### src/rtl/coin_pkg.sv
// Shared coin-code constants and transmitter state encoding.
package coin_pkg;
  localparam logic [1:0] CODE_IDLE   = 2'b00;
  localparam logic [1:0] CODE_NICKEL = 2'b01;
  localparam logic [1:0] CODE_DIME   = 2'b11;

  typedef enum logic [1:0] {IDLE, SEND, GAP, CANCEL} state_e;
endpackage

### src/rtl/coin_fifo.sv
// Pending-coin queue: two ordered write ports, one pop, synchronous flush.
// Pointers carry one extra wrap bit so a full queue is distinguishable from empty.
module coin_fifo #(
  parameter int DEPTH = 4,
  localparam int AW = $clog2(DEPTH)
) (
  input  logic          clk_i,
  input  logic          rst_i,
  input  logic          flush_i,
  input  logic          pop_i,
  input  logic          wr0_en_i,
  input  logic [1:0]    wr0_dat_i,
  input  logic          wr1_en_i,
  input  logic [1:0]    wr1_dat_i,
  output logic [1:0]    rd_dat_o,
  output logic [AW:0]   count_o,
  output logic          full_o,
  output logic          empty_o
);
  logic [1:0]    mem_q [DEPTH];
  logic [AW:0]   wptr_q, wptr_d;
  logic [AW:0]   rptr_q, rptr_d;
  logic [AW-1:0] widx0, widx1;

  always_comb begin
    widx0  = wptr_q[AW-1:0];
    widx1  = widx0 + AW'(wr0_en_i);
    wptr_d = wptr_q + (AW+1)'(wr0_en_i) + (AW+1)'(wr1_en_i);
    rptr_d = rptr_q + (AW+1)'(pop_i);
    if (flush_i) begin
      wptr_d = '0;
      rptr_d = '0;
    end
  end

  always_ff @(posedge clk_i or posedge rst_i) begin
    if (rst_i) begin
      wptr_q <= '0;
      rptr_q <= '0;
    end else begin
      wptr_q <= wptr_d;
      rptr_q <= rptr_d;
    end
  end

  always_ff @(posedge clk_i) begin
    if (!flush_i) begin
      if (wr0_en_i) mem_q[widx0] <= wr0_dat_i;
      if (wr1_en_i) mem_q[widx1] <= wr1_dat_i;
    end
  end

  assign rd_dat_o = mem_q[rptr_q[AW-1:0]];
  assign count_o  = wptr_q - rptr_q;
  assign full_o   = (count_o == (AW+1)'(DEPTH));
  assign empty_o  = (count_o == '0);
endmodule

### src/rtl/coin_tx.sv
// Coin-event transmitter: edge-detects sensors, queues coin codes and paces them
// onto {x1,x0} as one code cycle plus GAP_CYCLES idle cycles; cancel flushes and pulses vm_r.
module coin_tx
  import coin_pkg::*;
#(
  parameter int DEPTH      = 4,
  parameter int GAP_CYCLES = 1
) (
  input  logic       clk,
  input  logic       r,
  input  logic       nickel_in,
  input  logic       dime_in,
  input  logic       cancel_in,
  output logic       x1,
  output logic       x0,
  output logic       vm_r,
  output logic       full,
  output logic       empty,
  output logic [3:0] drop_cnt
);
  localparam int AW = $clog2(DEPTH);
  localparam int GW = $clog2(GAP_CYCLES + 1);

  logic          nick_q, dime_q, canc_q;
  logic          nick_ev, dime_ev, canc_ev;
  state_e        state_q;
  logic [GW-1:0] gap_q;
  logic [1:0]    x_q;
  logic          vm_r_q;
  logic [3:0]    drop_q, drop_d;
  logic [AW:0]   count;
  logic [1:0]    head;
  logic          f_empty;
  logic          pop, gap_end;
  logic [AW+1:0] space;
  logic [1:0]    n_ev, n_acc;
  logic          wr0_en, wr1_en;
  logic [1:0]    wr0_dat;
  logic [4:0]    drop_sum;

  assign nick_ev = nickel_in & ~nick_q;
  assign dime_ev = dime_in & ~dime_q;
  assign canc_ev = cancel_in & ~canc_q;

  always_comb begin
    gap_end = (gap_q == GW'(GAP_CYCLES - 1));
    pop     = 1'b0;
    if (!canc_ev && !f_empty)
      pop = (state_q == IDLE) || ((state_q == GAP) && gap_end);
    // Space counts this cycle's pop so a full queue can pop and push together.
    space    = (AW+2)'(DEPTH) - (AW+2)'(count) + (AW+2)'(pop);
    wr0_dat  = dime_ev ? CODE_DIME : CODE_NICKEL;
    n_ev     = canc_ev ? 2'd0 : (2'(nick_ev) + 2'(dime_ev));
    wr0_en   = (n_ev != 2'd0) && (space != '0);
    wr1_en   = (n_ev == 2'd2) && (space >= (AW+2)'(2));
    n_acc    = 2'(wr0_en) + 2'(wr1_en);
    drop_sum = {1'b0, drop_q} + 5'(n_ev - n_acc);
    drop_d   = (drop_sum > 5'd15) ? 4'hF : drop_sum[3:0];
  end

  coin_fifo #(.DEPTH(DEPTH)) u_fifo (
    .clk_i     (clk),
    .rst_i     (r),
    .flush_i   (canc_ev),
    .pop_i     (pop),
    .wr0_en_i  (wr0_en),
    .wr0_dat_i (wr0_dat),
    .wr1_en_i  (wr1_en),
    .wr1_dat_i (CODE_NICKEL),
    .rd_dat_o  (head),
    .count_o   (count),
    .full_o    (full),
    .empty_o   (f_empty)
  );

  always_ff @(posedge clk or posedge r) begin
    if (r) begin
      nick_q  <= 1'b0;
      dime_q  <= 1'b0;
      canc_q  <= 1'b0;
      state_q <= IDLE;
      gap_q   <= '0;
      x_q     <= CODE_IDLE;
      vm_r_q  <= 1'b0;
      drop_q  <= 4'd0;
    end else begin
      nick_q <= nickel_in;
      dime_q <= dime_in;
      canc_q <= cancel_in;
      drop_q <= drop_d;
      vm_r_q <= 1'b0;
      if (canc_ev) begin
        state_q <= CANCEL;
        x_q     <= CODE_IDLE;
        vm_r_q  <= 1'b1;
      end else begin
        case (state_q)
          IDLE: begin
            if (pop) begin
              x_q     <= head;
              state_q <= SEND;
            end else begin
              x_q <= CODE_IDLE;
            end
          end
          SEND: begin
            x_q     <= CODE_IDLE;
            gap_q   <= '0;
            state_q <= GAP;
          end
          GAP: begin
            if (!gap_end) begin
              gap_q <= gap_q + GW'(1);
            end else if (pop) begin
              x_q     <= head;
              state_q <= SEND;
            end else begin
              state_q <= IDLE;
            end
          end
          default: begin
            x_q     <= CODE_IDLE;
            state_q <= IDLE;
          end
        endcase
      end
    end
  end

  assign x1       = x_q[1];
  assign x0       = x_q[0];
  assign vm_r     = vm_r_q;
  assign empty    = f_empty;
  assign drop_cnt = drop_q;
endmodule

### config.mk
export PLATFORM = sky130hd
export DESIGN_NAME = coin_tx
export DESIGN_NICKNAME = d
export VERILOG_FILES = /design/src/rtl/coin_pkg.sv /design/src/rtl/coin_fifo.sv /design/src/rtl/coin_tx.sv
export SDC_FILE = /design/constraint.sdc
export NUM_CORES = 1
export LEC_CHECK = 0
export ABC_AREA = 0
export BUFFER_PORTS_ARGS = -buffer_cell sky130_fd_sc_hd__buf_2
export CAP_MARGIN = 20
export CORE_ASPECT_RATIO = 1.4
export CORE_MARGIN = 2
export CORE_UTILIZATION = 45
export CTS_CLUSTER_DIAMETER = 80
export DETAILED_ROUTE_END_ITERATION = 7
export PLACE_DENSITY = 0.64
export SLEW_MARGIN = 25
export SYNTH_ARGS = -nofsm -noshare
export SYNTH_HDL_FRONTEND = slang
export SYNTH_HIERARCHICAL = 1
export SYNTH_SLANG_ARGS = --single-unit
### constraint.sdc
create_clock -name clk -period 9.7 [get_ports clk]
set_input_delay 1.455 -clock clk [delete_from_list [all_inputs] [get_ports clk]]
set_output_delay 1.455 -clock clk [all_outputs]
set_load 0.02 [all_outputs]
== Yosys cells after proc, flatten, opt, wreduce, memory -nomap -nowiden ==
Memories as Yosys holds them, arrays and structs flattened.
Cells that the tools add are included.

* Memories kept: 1
* Memory bits (writable): 8
* Output and inout bits: 9
* Logic and storage cells: 80
* Bits in registers: 19

* Bitwise gates (word level): 8
* Reductions and logical operators: 15
* Equal/unequal tests: 7
* Mux-type cells: 25
* Add/sub/neg operators: 12
* Magnitude comparators: 2

{| class="wikitable"
|+ Memories
! memory !! words !! bits a word !! rd ports !! clocked after Yosys merged registers in !! write ports !! line !! source
|-
| u_fifo.mem_q || 4 || 2 || 1 || 0 || 2 || coin_fifo.sv:20 || <nowiki>logic [1:0] mem_q [DEPTH];</nowiki>
|}

{| class="wikitable"
|+ Operator list
! kind !! number
|-
| 2-bit two-way mux || 9
|-
| 1-bit two-way mux || 10
|-
| 3-bit by 1-bit adder with 3-bit output || 3
|-
| 3-bit two-way mux || 2
|-
| 3-bit by 2-bit != test with 1-bit output, second input constant || 2
|-
| 2-bit case mux with 3 select lines || 1
|-
| 2-bit AND reduction || 3
|-
| 4-bit by 5-bit adder with 5-bit output || 1
|-
| 5-bit by 4-bit greater-than comparator with 1-bit output, second input constant || 1
|-
| 1-bit NOT || 5
|-
| 1-bit by 1-bit adder with 2-bit output || 2
|-
| 4-bit by 1-bit adder with 4-bit output || 1
|-
| 2-bit == test, second input constant || 2
|-
| 4-bit by 2-bit greater-or-equal comparator with 1-bit output, second input constant || 1
|-
| 1-bit logical AND || 4
|-
| 4-bit two-way mux || 1
|-
| 2-bit case mux with 2 select lines || 1
|-
| 2-bit nonzero test || 2
|-
| 4-bit nonzero test || 1
|-
| 3-bit by 3-bit subtractor with 4-bit output, first input constant || 1
|-
| 1-bit AND || 3
|-
| 3-bit == test, second input constant || 1
|-
| 3-bit logical NOT || 1
|-
| 3-bit != test, second input constant || 1
|-
| 9 further kinds || 10
|}

== Logic depth before layout (Yosys ltp) ==
Gate-level depths: netlist (run 1).

* Word-level depth: 13
* Gate-level depth with buffers: 21
* Mapped depth without buffers: 21

== By module ==
The synthesis (run 1) kept the hierarchy.

{| class="wikitable"
|+ Modules (own cells, without submodules)
! module !! instances !! cells each !! area each (um^2) !! seq. area each (um^2)
|-
| coin_fifo || 1 || 63 || 829.5 || 390.4
|-
| coin_tx || 1 || 83 || 829.5 || 300.3
|}

== Worst setup path after synthesis (run 1) ==
No wires, ideal clock.

* Path type: reg-to-reg
* Start point: register u_fifo.wptr_q[0]
* End point: register drop_q[3], in the netlist drop_cnt[3]
* Required time: 9568 ps
* Arrival time: 5134 ps
* Setup time: 132 ps
* Path slack: 4434 ps
* Stages on the path, launching flop included: 21
* Cells stage by stage: dfrtp_1 inv_1 ha_1 fa_1 xnor2_1 xnor2_1 nor3_1 or3_1 ha_1 inv_1 ha_1 nand4bb_1 a21oi_1 or3_1 fa_1 clkbuf_1 ha_1 fa_1 or4b_4 o211ai_2 a22oi_2

* Cells in the longest elaborated chain, start to end: 13

{| class="wikitable"
|+ RTL lines
! item !! line !! source
|-
| start: declaration || coin_fifo.sv:21 || <nowiki>logic [AW:0] wptr_q, wptr_d;</nowiki>
|-
| start signal: assignment || coin_fifo.sv:41 || <nowiki>wptr_q <= wptr_d;</nowiki>
|-
| 3-bit subtractor (*) || coin_fifo.sv:54 || <nowiki>assign count_o = wptr_q - rptr_q;</nowiki>
|-
| via count[2] || coin_tx.sv:31 || <nowiki>logic [AW:0] count;</nowiki>
|-
| 3-bit logical NOT (*) || coin_fifo.sv:56 || <nowiki>assign empty_o = (count_o == '0);</nowiki>
|-
| via empty || coin_tx.sv:18 || <nowiki>output logic empty,</nowiki>
|-
| 1-bit logical NOT (*) || coin_tx.sv:48 || <nowiki>if (!canc_ev && !f_empty)</nowiki>
|-
| 1-bit logical AND (*) || coin_tx.sv:48 ||
|-
| 1-bit two-way mux (*) || coin_tx.sv:48 ||
|-
| 4-bit by 1-bit adder with 4-bit output (*) || coin_tx.sv:51 || <nowiki>space = (AW+2)'(DEPTH) - (AW+2)'(count) + (AW+2)'(pop);</nowiki>
|-
| 4-bit by 2-bit greater-or-equal comparator with 1-bit output or 4-bit nonzero test (tied branches) || coin_tx.sv:55, coin_tx.sv:54 ||
|-
| 1-bit logical AND, on equally long branches || coin_tx.sv:55, coin_tx.sv:54 ||
|-
| 1-bit by 1-bit adder with 2-bit output (*) || coin_tx.sv:56 || <nowiki>n_acc = 2'(wr0_en) + 2'(wr1_en);</nowiki>
|-
| 2-bit by 2-bit subtractor with 3-bit output (*) || coin_tx.sv:57 || <nowiki>drop_sum = {1'b0, drop_q} + 5'(n_ev - n_acc);</nowiki>
|-
| 4-bit by 5-bit adder with 5-bit output (*) || coin_tx.sv:57 ||
|-
| 5-bit by 4-bit greater-than comparator with 1-bit output || coin_tx.sv:58 || <nowiki>drop_d = (drop_sum > 5'd15) ? 4'hF : drop_sum[3:0];</nowiki>
|-
| 4-bit two-way mux (*) || coin_tx.sv:58 ||
|-
| via drop_d[3] || coin_tx.sv:30 || <nowiki>logic [3:0] drop_q, drop_d;</nowiki>
|-
| end signal: assignment || coin_tx.sv:90 || <nowiki>drop_q <= drop_d;</nowiki>
|-
| end: declaration || coin_tx.sv:30 ||
|}

Mark *: on every way through the listed nets, which the timed path passes. The rest lies on a longest branch.
A chain may end at the register's enable or synchronous reset.

== Worst setup path after layout (run 1) ==
* Start point: register u_fifo.wptr_q[0]
* End point: register drop_q[3], in the netlist drop_cnt[3]

* Cells in the longest elaborated chain, start to end: 13

{| class="wikitable"
|+ RTL lines
! item !! line
|-
| 3-bit subtractor (*) || coin_fifo.sv:54
|-
| via count[2] || coin_tx.sv:31
|-
| branches (longest 4 deep; another with 3-bit by 3-bit subtractor with 4-bit output) || -
|-
| 4-bit by 1-bit adder with 4-bit output (*) || coin_tx.sv:51
|-
| 4-bit by 2-bit greater-or-equal comparator with 1-bit output or 4-bit nonzero test (tied branches) || coin_tx.sv:55, coin_tx.sv:54
|-
| 1-bit logical AND, on equally long branches || coin_tx.sv:55, coin_tx.sv:54
|-
| 1-bit by 1-bit adder with 2-bit output (*) || coin_tx.sv:56
|-
| 2-bit by 2-bit subtractor with 3-bit output (*) || coin_tx.sv:57
|-
| 4-bit by 5-bit adder with 5-bit output (*) || coin_tx.sv:57
|-
| 5-bit by 4-bit greater-than comparator with 1-bit output || coin_tx.sv:58
|-
| 4-bit two-way mux (*) || coin_tx.sv:58
|-
| via drop_d[3] || coin_tx.sv:30
|}

Mark *: on every way through the listed nets, which the timed path passes.

==> results of run 1 <==
-- flip-flops by register name, indices dropped and copies added (netlist names) --
name	flops
nick_q	1
u_fifo/wptr_q	3
drop_cnt	4
vm_r	1
dime_q	1
canc_q	1
u_fifo/rptr_q	3
x_q	2
u_fifo/mem_q	8
state_q	2
-- where the power goes --
part	switching, W	internal [W]	leakage (nW)
logic	0.000195	0.000161	0.513
clock network	0.0000330	0.0000363	0.0288
registers	0.0000344	0.000145	0.294
-- final cells by class --
class,instances,area [um2],area share
inverters,15,56.3,0.0306
flip-flops and latches,26,691,0.376
well taps,42,52.6,0.0286
clock buffers,4,55.1,0.0299
multi-input cells,111,920,0.500
repair buffers,13,65.1,0.0354
-- Yosys cell counts, drive strengths merged (2+ instances only) --
library cell / instances / share of area
a21oi: 3 / 0.0090
nand3b: 4 / 0.018
fa: 4 / 0.048
ha: 12 / 0.090
dfrtp: 18 / 0.27
conb: 2 / 0.0045
a31oi: 2 / 0.0075
nand4b: 2 / 0.011
o311ai: 2 / 0.011
o21ai: 8 / 0.024
or2: 2 / 0.0075
edfxtp: 8 / 0.14
mux2: 8 / 0.054
o22ai: 2 / 0.0075
or3: 2 / 0.0075
and2b: 2 / 0.011
inv: 15 / 0.034
nand2: 6 / 0.015
nor2b: 9 / 0.034
buf: 3 / 0.016
xnor2: 5 / 0.026
nor2: 4 / 0.0090
nor3: 5 / 0.015
mux4: 2 / 0.027
-- stage by stage --
stage / instance area [um2] / hold slack, ns
CTS: 1840 / 0.508
global route: 1840 / 0.541
detailed placement: 1780 / 0.497
finish: 1840 / 0.507
floorplan: 1700 / 0.448
global placement: 1780 / 0.471
-- cell usage in the layout (no fill, tap or decap), types with 2 or more instances in the layout --
master and count:
o21ai_1 3, a21oi_1 3, fa_1 4, nor2b_1 9, conb_1 12, nor3_1 5, mux2_2 8, mux4_2 2
nand4b_1 2, nor2_1 4, inv_2 2, edfxtp_1 8, nand2_1 5, ha_1 12, dfrtp_1 18, clkbuf_8 4
buf_2 13, or3_1 2, inv_1 13, and2b_2 2, a31oi_1 2, o22ai_1 2, nand3b_1 4, xnor2_1 5
o21ai_0 5
-- per-layer routing --
layer	vias up	GRT usage	routed length [um]
met2	13	0.300	1670
met1	559	0.161	1120
li1	554	-	-
met5	-	0	0
met3	9	0.0272	69
met4	0	0.0894	107
-- critical path, cell delays in order (launching register included) --
cell and delay, ns:
dfrtp_1 0.43, inv_1 0.09, ha_1 0.21, fa_1 0.37, xnor2_1 0.15, xnor2_1 0.17, nor3_1 0.53, or3_1 0.26
ha_1 0.18, inv_1 0.05, ha_1 0.19, or2_1 0.21, a21oi_1 0.29, or3_1 0.18, fa_1 0.42, ha_1 0.23
fa_1 0.47, or4b_4 0.55, o211ai_2 0.17, a22oi_2 0.06
-- logic make-up after synthesis --
kind of cell               after synthesis
xor gates and xnor gates                 6
other                                    2
and+or+nand+nor                         43
AOI/OAI and AO/OA                       24
muxes                                   10
DFF                                     26
adders and majority gates               16
buffers and inverters                   19
-- worst min path at each step --
stage | startpoint | endpoint | slack [ns] | depth (start not counted)
after floorplan | state_q[1] | state_q[1] | 0.45 | 1
after global placement | state_q[1] | state_q[1] | 0.47 | 1
after detailed placement | state_q[1] | state_q[1] | 0.50 | 1
after CTS | state_q[1] | state_q[1] | 0.51 | 1
after global routing | state_q[1] | state_q[1] | 0.54 | 1
final | state_q[1] | state_q[1] | 0.51 | 1
==> results.toml, run 1 <==
[status]
status = "finished, final reports clean"

[clocking]
clock_latency_ns = 0.27
cts_tree = "built"
cts_max_level = 1
cts_root_buffer = "clkbuf_8"
ctsHoldBuffers = 0
cts_resized = 0
path_clk_slew_ns = 0.09
cts.path.max_buffers = 2
postCtsSetupBuffers = 0
numCtsBuffers = 3
cts_sinks = 26

[routing]
dr.pass1.iters = 4
post_drt_wl_per_cell_um = 14.1
num_vias = 1135
routed_wl_um = 2970
antenna_left = 0
post-route-drc-count = 0
drt_first_iter_violations = 9
vias_per_cell = 5.38

[place]
dp.cells = 207
hpwl_um = 2420
gp_congestion = 0.756
dp_slack_ns = 4.33
port_buffers = 13

[critical_path]
startpoint_type = "flip-flop"
cp-startpoint = "u_fifo/wptr_q[0]"
ff2ff_path_depth = 19
crit_required_ns = 9.86
path_class = "flip-flop to flip-flop"
rrSetupSlack_ns = 4.36
worstPathMaxFanout = 7
worstSetupEndpointType = "flip-flop"
crit_arrival_ns = 5.49
r2r-start = "u_fifo/wptr_q[0]"
crit_end = "drop_cnt[3]"
regToRegEndpoint = "drop_cnt[3]"

[finish]
drive_gt1_frac = 0.237
final_nets = 191
instances_no_fill = 211
diodes = 0
final_core_util = 0.514
area.growth.synth_to_final_pct = 10.9
fillers = 343

[sta]
finalMaxSlewViolations = 0
fin_ws_ns = 4.36
period_needed_ns = 5.34
skew_ns = 0.00453
final_hold_viol_count = 0
timing.final.crit_share = 0.550
fmax_mhz = 187
worst_slew_pin_slew_ns = 0.653
slew_headroom = 0.561
tns_ns = 0
rsz0062_at_grt = "no"
setup_viol_count_final = 0

[synth]
yosys.area_share.simple = 0.167
synth_top_family_by_area = "simple AND/OR/NAND/NOR gates"
async_flop_share = 0.692
synth_mux_area_frac = 0.0814
avgSynthCellArea_um2 = 11.4
synth_seq_cells = 26
netlist_area_um2 = 1660
synth_compound_area_frac = 0.104
synth_warnings = 6
synth_xor_area_frac = 0.0362
seq_area_frac_synth = 0.416
synth_fa_ha_area_frac = 0.139
ys.flop_type = "dfrtp_1"
synth_cell_types = 46
synth_edf_count = 8
synthCells = 146

[floorplanning]
io-pin-count = 14
rows = 26
initial_core_util = 0.464
dieArea_um2 = 4200
die_w_um = 55.3
core-area_um2 = 3580
dieHeight_um = 75.8

[global_routing]
grt_pass1_wl_um = 5090
grtUsageTotal = 0.156
grt_overflow_total = 0
grt_pass1_vias = 1181
grt_max_degree = 15
antenna_found_initial = 0

[power_and_ir_drop]
powerDensity_nw_per_um2 = 329
p_leak_nw = 0.836
finalPower_w = 0.000605
ir_drop_v = 0.000177

[run]
maxCapViolCount = 0

[hold_path]
hold_class = "flip-flop to flip-flop"
No activity file was read; power rests on OpenSTA's default activity.
==> inputs of run 2 (changes only) <==
--- a/config.mk
+++ b/config.mk
@@ -13,7 +13,7 @@
 export CORE_UTILIZATION = 45
 export CTS_CLUSTER_DIAMETER = 80
 export DETAILED_ROUTE_END_ITERATION = 7
-export PLACE_DENSITY = 0.64
+export PLACE_DENSITY = 0.66
 export SLEW_MARGIN = 25
 export SYNTH_ARGS = -nofsm -noshare
 export SYNTH_HDL_FRONTEND = slang
==> constraint.sdc (replaced) <==
create_clock -name clk -period 4.3 [get_ports clk]
set_input_delay 0.645 -clock clk [delete_from_list [all_inputs] [get_ports clk]]
set_output_delay 0.645 -clock clk [all_outputs]
set_load 0.02 [all_outputs]
==> results.toml, run 2 (synthesis gave the netlist of run 1 again) <==
[global_routing]
antenna_found_initial = 0
grtUsageTotal = 0.167
grt_max_degree = 15
grt_overflow_total = 0
grt_pass1_wl_um = 5490
grt_pass1_vias = 1269

[power_and_ir_drop]
p_int_w = 0.00105
ir_drop_v = 0.000497
p_seq_frac = 0.224
powerDensity_nw_per_um2 = 840
p_switching_w = 0.000729
p_leak_nw = 0.961
clkPwrFrac = 0.082
p_sw_frac = 0.411
power_frac_comb = 0.695

[critical_path]
worstPathMaxFanout = 3
path_class = "flip-flop to flip-flop"
crit_arrival_ns = 4.65
crit_chain = "inv_2 > ha_4 > fa_2 > xnor2_2 > xnor2_2 > nor3_4 > or3_4 > ha_4 > inv_2 > ha_4 > or2_1 > a21oi_2 > or3_4 > fa_1 > ha_2 > fa_2 > or4b_4 > o211ai_2 > a22oi_2"
cpPeakStageDelay_ns = 0.49
startpoint_type = "flip-flop"
cp_common_cell = "ha_4"
cp.depth = 19
worstSetupEndpointType = "flip-flop"
crit_required_ns = 4.46
ff2ff_path_depth = 19
cp_slowest_cell = "or4b_4"
worst-path-buf-inv = 2
crit_family = "adder cells"

[sta]
rsz0062_at_grt = "yes"
period_needed_ns = 4.49
slew_headroom = 0.643
worst_slew_pin_slew_ns = 0.534
fmax_mhz = 223
finalMaxSlewViolations = 0
fin_ws_ns = -0.191
final_hold_viol_count = 0
timing.final.crit_share = 1.04
skew_ns = 0.00617
setup_viol_count_final = 3

[clocking]
numCtsBuffers = 3
cts_max_level = 1
cts_tree = "built"
cts_root_buffer = "clkbuf_8"
ctsHoldBuffers = 0
clock_latency_ns = 0.27
path_clk_slew_ns = 0.09
cts.path.max_buffers = 2
cts_sinks = 26

[routing]
dr.pass1.iters = 4
num_vias = 1225
post-route-drc-count = 0
drt_first_iter_violations = 28
post_drt_wl_per_cell_um = 14.1
vias_per_cell = 5.24
routed_wl_um = 3290
antenna_left = 0

[finish]
fin_area_um2 = 2110
seq_area_um2 = 691
diodes = 0
regMostFlops = "u_fifo/mem_q"
largest_reg_flops = 8
final_cell_mix = "buf_4 (22), dfrtp_1 (18), buf_2 (13)"
fillers = 315
drive_gt1_frac = 0.417
multi_input_area_um2 = 1030
area.growth.synth_to_final_pct = 27.4
final_nets = 214
final_core_util = 0.591
final_common_cell = "buf_4"

[status]
status = "finished with violations"
violations = "negative setup slack"

[place]
gp_congestion = 0.758
dp_slack_ns = -0.335
port_buffers = 13
hpwl_um = 2520
placed_cell_area_um2 = 1960

[floorplanning]
initial_core_util = 0.464
dieHeight_um = 75.8
die_w_um = 55.3
dieArea_um2 = 4200
rows = 26
io-pin-count = 14
core-area_um2 = 3580

[run]
maxCapViolCount = 0

[hold_path]
hold_class = "input port to asynchronous set/reset pin"
## run 2: changes by cell type in the layout (fill, tap and decap cells not counted), moves of 3 or more
cell / change
ha_4: +3
buf_4: +22
inv_2: +3
ha_1: -4
inv_1: -3
## run 2: metal layers
metal	up-vias	routed length, um	part of all wire	GRT usage
met5	-	0	0	0
met4	0	36	0.011	0.0650
met3	4	76	0.023	0.0170
met2	18	1830	0.56	0.329
met1	605	1350	0.41	0.186
li1	598	-	-	-
## run 2: final timing paths
kind / startpoint / slack (ns) / end
worst max-delay path: u_fifo/wptr_q[0] / -0.19 / drop_cnt[3]
worst min-delay path: r / 0.28 / u_fifo/wptr_q[2]
worst max register to register: u_fifo/wptr_q[0] / -0.19 / drop_cnt[3]
worst min register to register: state_q[1] / 0.52 / state_q[1]
max in group asynchronous: r / 3.54 / dime_q
min in group clk: nickel_in / 0.48 / nick_q
## run 2: repair_timing
item | in CTS | in global routing
pin swaps | 13 | 4
resized for setup | 1 | 9
setup endpoints to repair | 4 | 4
buffers inserted | 4 | 5
## run 2: worst reg2reg max path, cell delays in order, from the launching register on
cell and delay [ns]:
dfrtp_1 0.38, inv_2 0.06, ha_4 0.15, fa_2 0.34
xnor2_2 0.15, xnor2_2 0.25, nor3_4 0.06, or3_4 0.35
ha_4 0.17, inv_2 0.06, ha_4 0.12, or2_1 0.11
a21oi_2 0.07, or3_4 0.37, fa_1 0.47, ha_2 0.20
fa_2 0.35, or4b_4 0.49, o211ai_2 0.16, a22oi_2 0.07
## run 2: power groups by stage
stage          Combinational (W)  Clock, W  Sequential, W
3_3_place_gp             0.00102         0       0.000393
4_1_cts                  0.00112  0.000151       0.000392
6_report                 0.00123  0.000145       0.000397
5_1_grt                  0.00139  0.000158       0.000407
3_5_place_dp             0.00106         0       0.000396
2_1_floorplan           0.000754         0       0.000417
## run 2: metrics by stage
stage	instances	total power [W]	TNS, ns	hold WS [ns]
2_1_floorplan	156	0.00117	-0.975	0.436
3_3_place_gp	221	0.00141	-0.789	0.484
3_5_place_dp	221	0.00145	-0.985	0.503
4_1_cts	229	0.00166	-0.373	0.274
5_1_grt	234	0.00196	-1.09	0.295
6_report	234	0.00178	-0.271	0.283
## run 2: area by class of cell
cell class              count  share of cell area
repair buffers             36               0.114
well taps                  42              0.0249
flip-flops and latches     26               0.327
clock buffers               4              0.0213
multi-input cells         111               0.486
inverters                  15              0.0266
==> inputs of run 3 (changes only) <==
--- a/config.mk
+++ b/config.mk
@@ -10,10 +10,10 @@
 export CAP_MARGIN = 20
 export CORE_ASPECT_RATIO = 1.4
 export CORE_MARGIN = 2
-export CORE_UTILIZATION = 45
+export CORE_UTILIZATION = 38
 export CTS_CLUSTER_DIAMETER = 80
 export DETAILED_ROUTE_END_ITERATION = 7
-export PLACE_DENSITY = 0.66
+export PLACE_DENSITY = 0.58
 export SLEW_MARGIN = 25
 export SYNTH_ARGS = -nofsm -noshare
 export SYNTH_HDL_FRONTEND = slang
==> results.toml, run 3 (synthesis gave the netlist of run 1 again) <==
[finish]
final_cell_mix = "buf_4 (24), dfrtp_1 (18), buf_2 (13)"
diodes = 0
fin_area_um2 = 2130
largest_reg_flops = 8
drive_gt1_frac = 0.423
area.growth.synth_to_final_pct = 28.4
final_nets = 216
instances_no_fill = 239
regMostFlops = "u_fifo/mem_q"
final_common_cell = "buf_4"

[place]
port_buffers = 13
gp_congestion = 0.823
placed_cell_area_um2 = 1980
dp.cells = 226
hpwl_um = 2650
dp_slack_ns = -0.330

[critical_path]
worstSetupEndpointType = "flip-flop"
crit_required_ns = 4.46
path_class = "flip-flop to flip-flop"
crit_arrival_ns = 4.59
startpoint_type = "flip-flop"
worstPathMaxFanout = 2

[routing]
post-route-drc-count = 0
dr.pass1.iters = 5
vias_per_cell = 5.08
antenna_left = 0
post_drt_wl_per_cell_um = 14.3
num_vias = 1215
routed_wl_um = 3430
drt_first_iter_violations = 51

[global_routing]
grtUsageTotal = 0.160
antenna_found_initial = 0
grt_max_degree = 15
grt_pass1_wl_um = 5900
grt_overflow_total = 0
grt_pass1_vias = 1310

[sta]
period_needed_ns = 4.44
fin_ws_ns = -0.140
worst_slew_pin_slew_ns = 0.502
fin_hold_ws_ns = 0.285
slew_headroom = 0.665
final_hold_viol_count = 0
setup_viol_count_final = 4
fmax_mhz = 225
skew_ns = 0.00445
finalMaxSlewViolations = 0
timing.final.crit_share = 1.03
rsz0062_at_grt = "yes"

[floorplanning]
dieArea_um2 = 4920
io-pin-count = 14
core-area_um2 = 4200
initial_core_util = 0.395
rows = 28
dieHeight_um = 82.2
die_w_um = 59.8

[power_and_ir_drop]
ir_drop_v = 0.000365
powerDensity_nw_per_um2 = 847
p_int_w = 0.00107
clkPwrFrac = 0.078
p_leak_nw = 0.970
p_switching_w = 0.000735
finalPower_w = 0.00180
p_sw_frac = 0.407
power_frac_comb = 0.702
p_seq_frac = 0.220

[clocking]
cts.path.max_buffers = 2
cts_sinks = 26
cts_tree = "built"
cts_root_buffer = "clkbuf_8"
clock_latency_ns = 0.27
cts_max_level = 1
path_clk_slew_ns = 0.09
numCtsBuffers = 3
ctsHoldBuffers = 0

[hold_path]
hold_class = "input port to asynchronous set/reset pin"

[status]
violations = "negative setup slack"
status = "finished with violations"

[run]
maxCapViolCount = 0
[run 3: final timing paths]
| check | startpoint | endpoint | slack (ns) | depth (start not counted) |
|---|---|---|---|---|
| max in group asynchronous | r | drop_cnt[2] | 3.57 | 2 |
| worst max-delay path | u_fifo/rptr_q[0] | drop_cnt[3] | -0.14 | 18 |
| min in group clk | nickel_in | nick_q | 0.48 | 1 |
| worst min register to register | state_q[1] | state_q[1] | 0.50 | 1 |
| worst max register to register | u_fifo/rptr_q[0] | drop_cnt[3] | -0.14 | 18 |
| worst min-delay path | r | u_fifo/wptr_q[0] | 0.29 | 2 |
[run 3: through the flow]
stage,TNS (ns),util
global placement,-0.813,0.471
floorplan,-0.975,-
global route,-1.51,0.507
detailed placement,-0.910,0.471
finish,-0.395,0.507
CTS,-0.434,0.495
[run 3: power by group through the flow]
stage | sequential (W) | combinational, W | clock, W
2_1_floorplan | 0.000417 | 0.000754 | 0
3_3_place_gp | 0.000394 | 0.00105 | 0
3_5_place_dp | 0.000399 | 0.00108 | 0
4_1_cts | 0.000397 | 0.00119 | 0.000145
5_1_grt | 0.000408 | 0.00140 | 0.000157
6_report | 0.000398 | 0.00127 | 0.000141
[run 3: repair_timing]
item,in CTS,in global routing
pin swaps,15,2
setup buffers,5,4
setup endpoints to repair,4,5
gates resized for setup,6,4
[run 3: cell type report]
cell class                      instances  area (um2)
Timing Repair Buffer                   38         256
Multi-Input combinational cell        111        1020
Sequential cell                        26         691
Clock buffer                            3        41.3
Tap cell                               45        56.3
Clock inverter                          1        3.75
Inverter                               15        56.3
Fill cell                             384        2070
[run 3: critical path: stages (launching register included)]
cell      delay, ns
dfrtp_1        0.41
ha_4           0.17
fa_2           0.35
xnor2_2        0.15
xnor2_2        0.23
nor3_4         0.05
or3_4          0.35
ha_4           0.17
inv_2          0.05
ha_4           0.11
or2_1          0.11
a21oi_2        0.07
or3_4          0.37
fa_2           0.48
ha_4           0.18
fa_2           0.34
or4b_4         0.49
o211ai_2       0.17
a22oi_2        0.07
[run 3: layer usage]
layer	vias to the layer above	track usage	routed length [um]
li1	602	-	-
met1	596	0.178	1330
met2	13	0.298	1950
met3	4	0.0202	66
met4	0	0.0711	74
met5	-	0	0
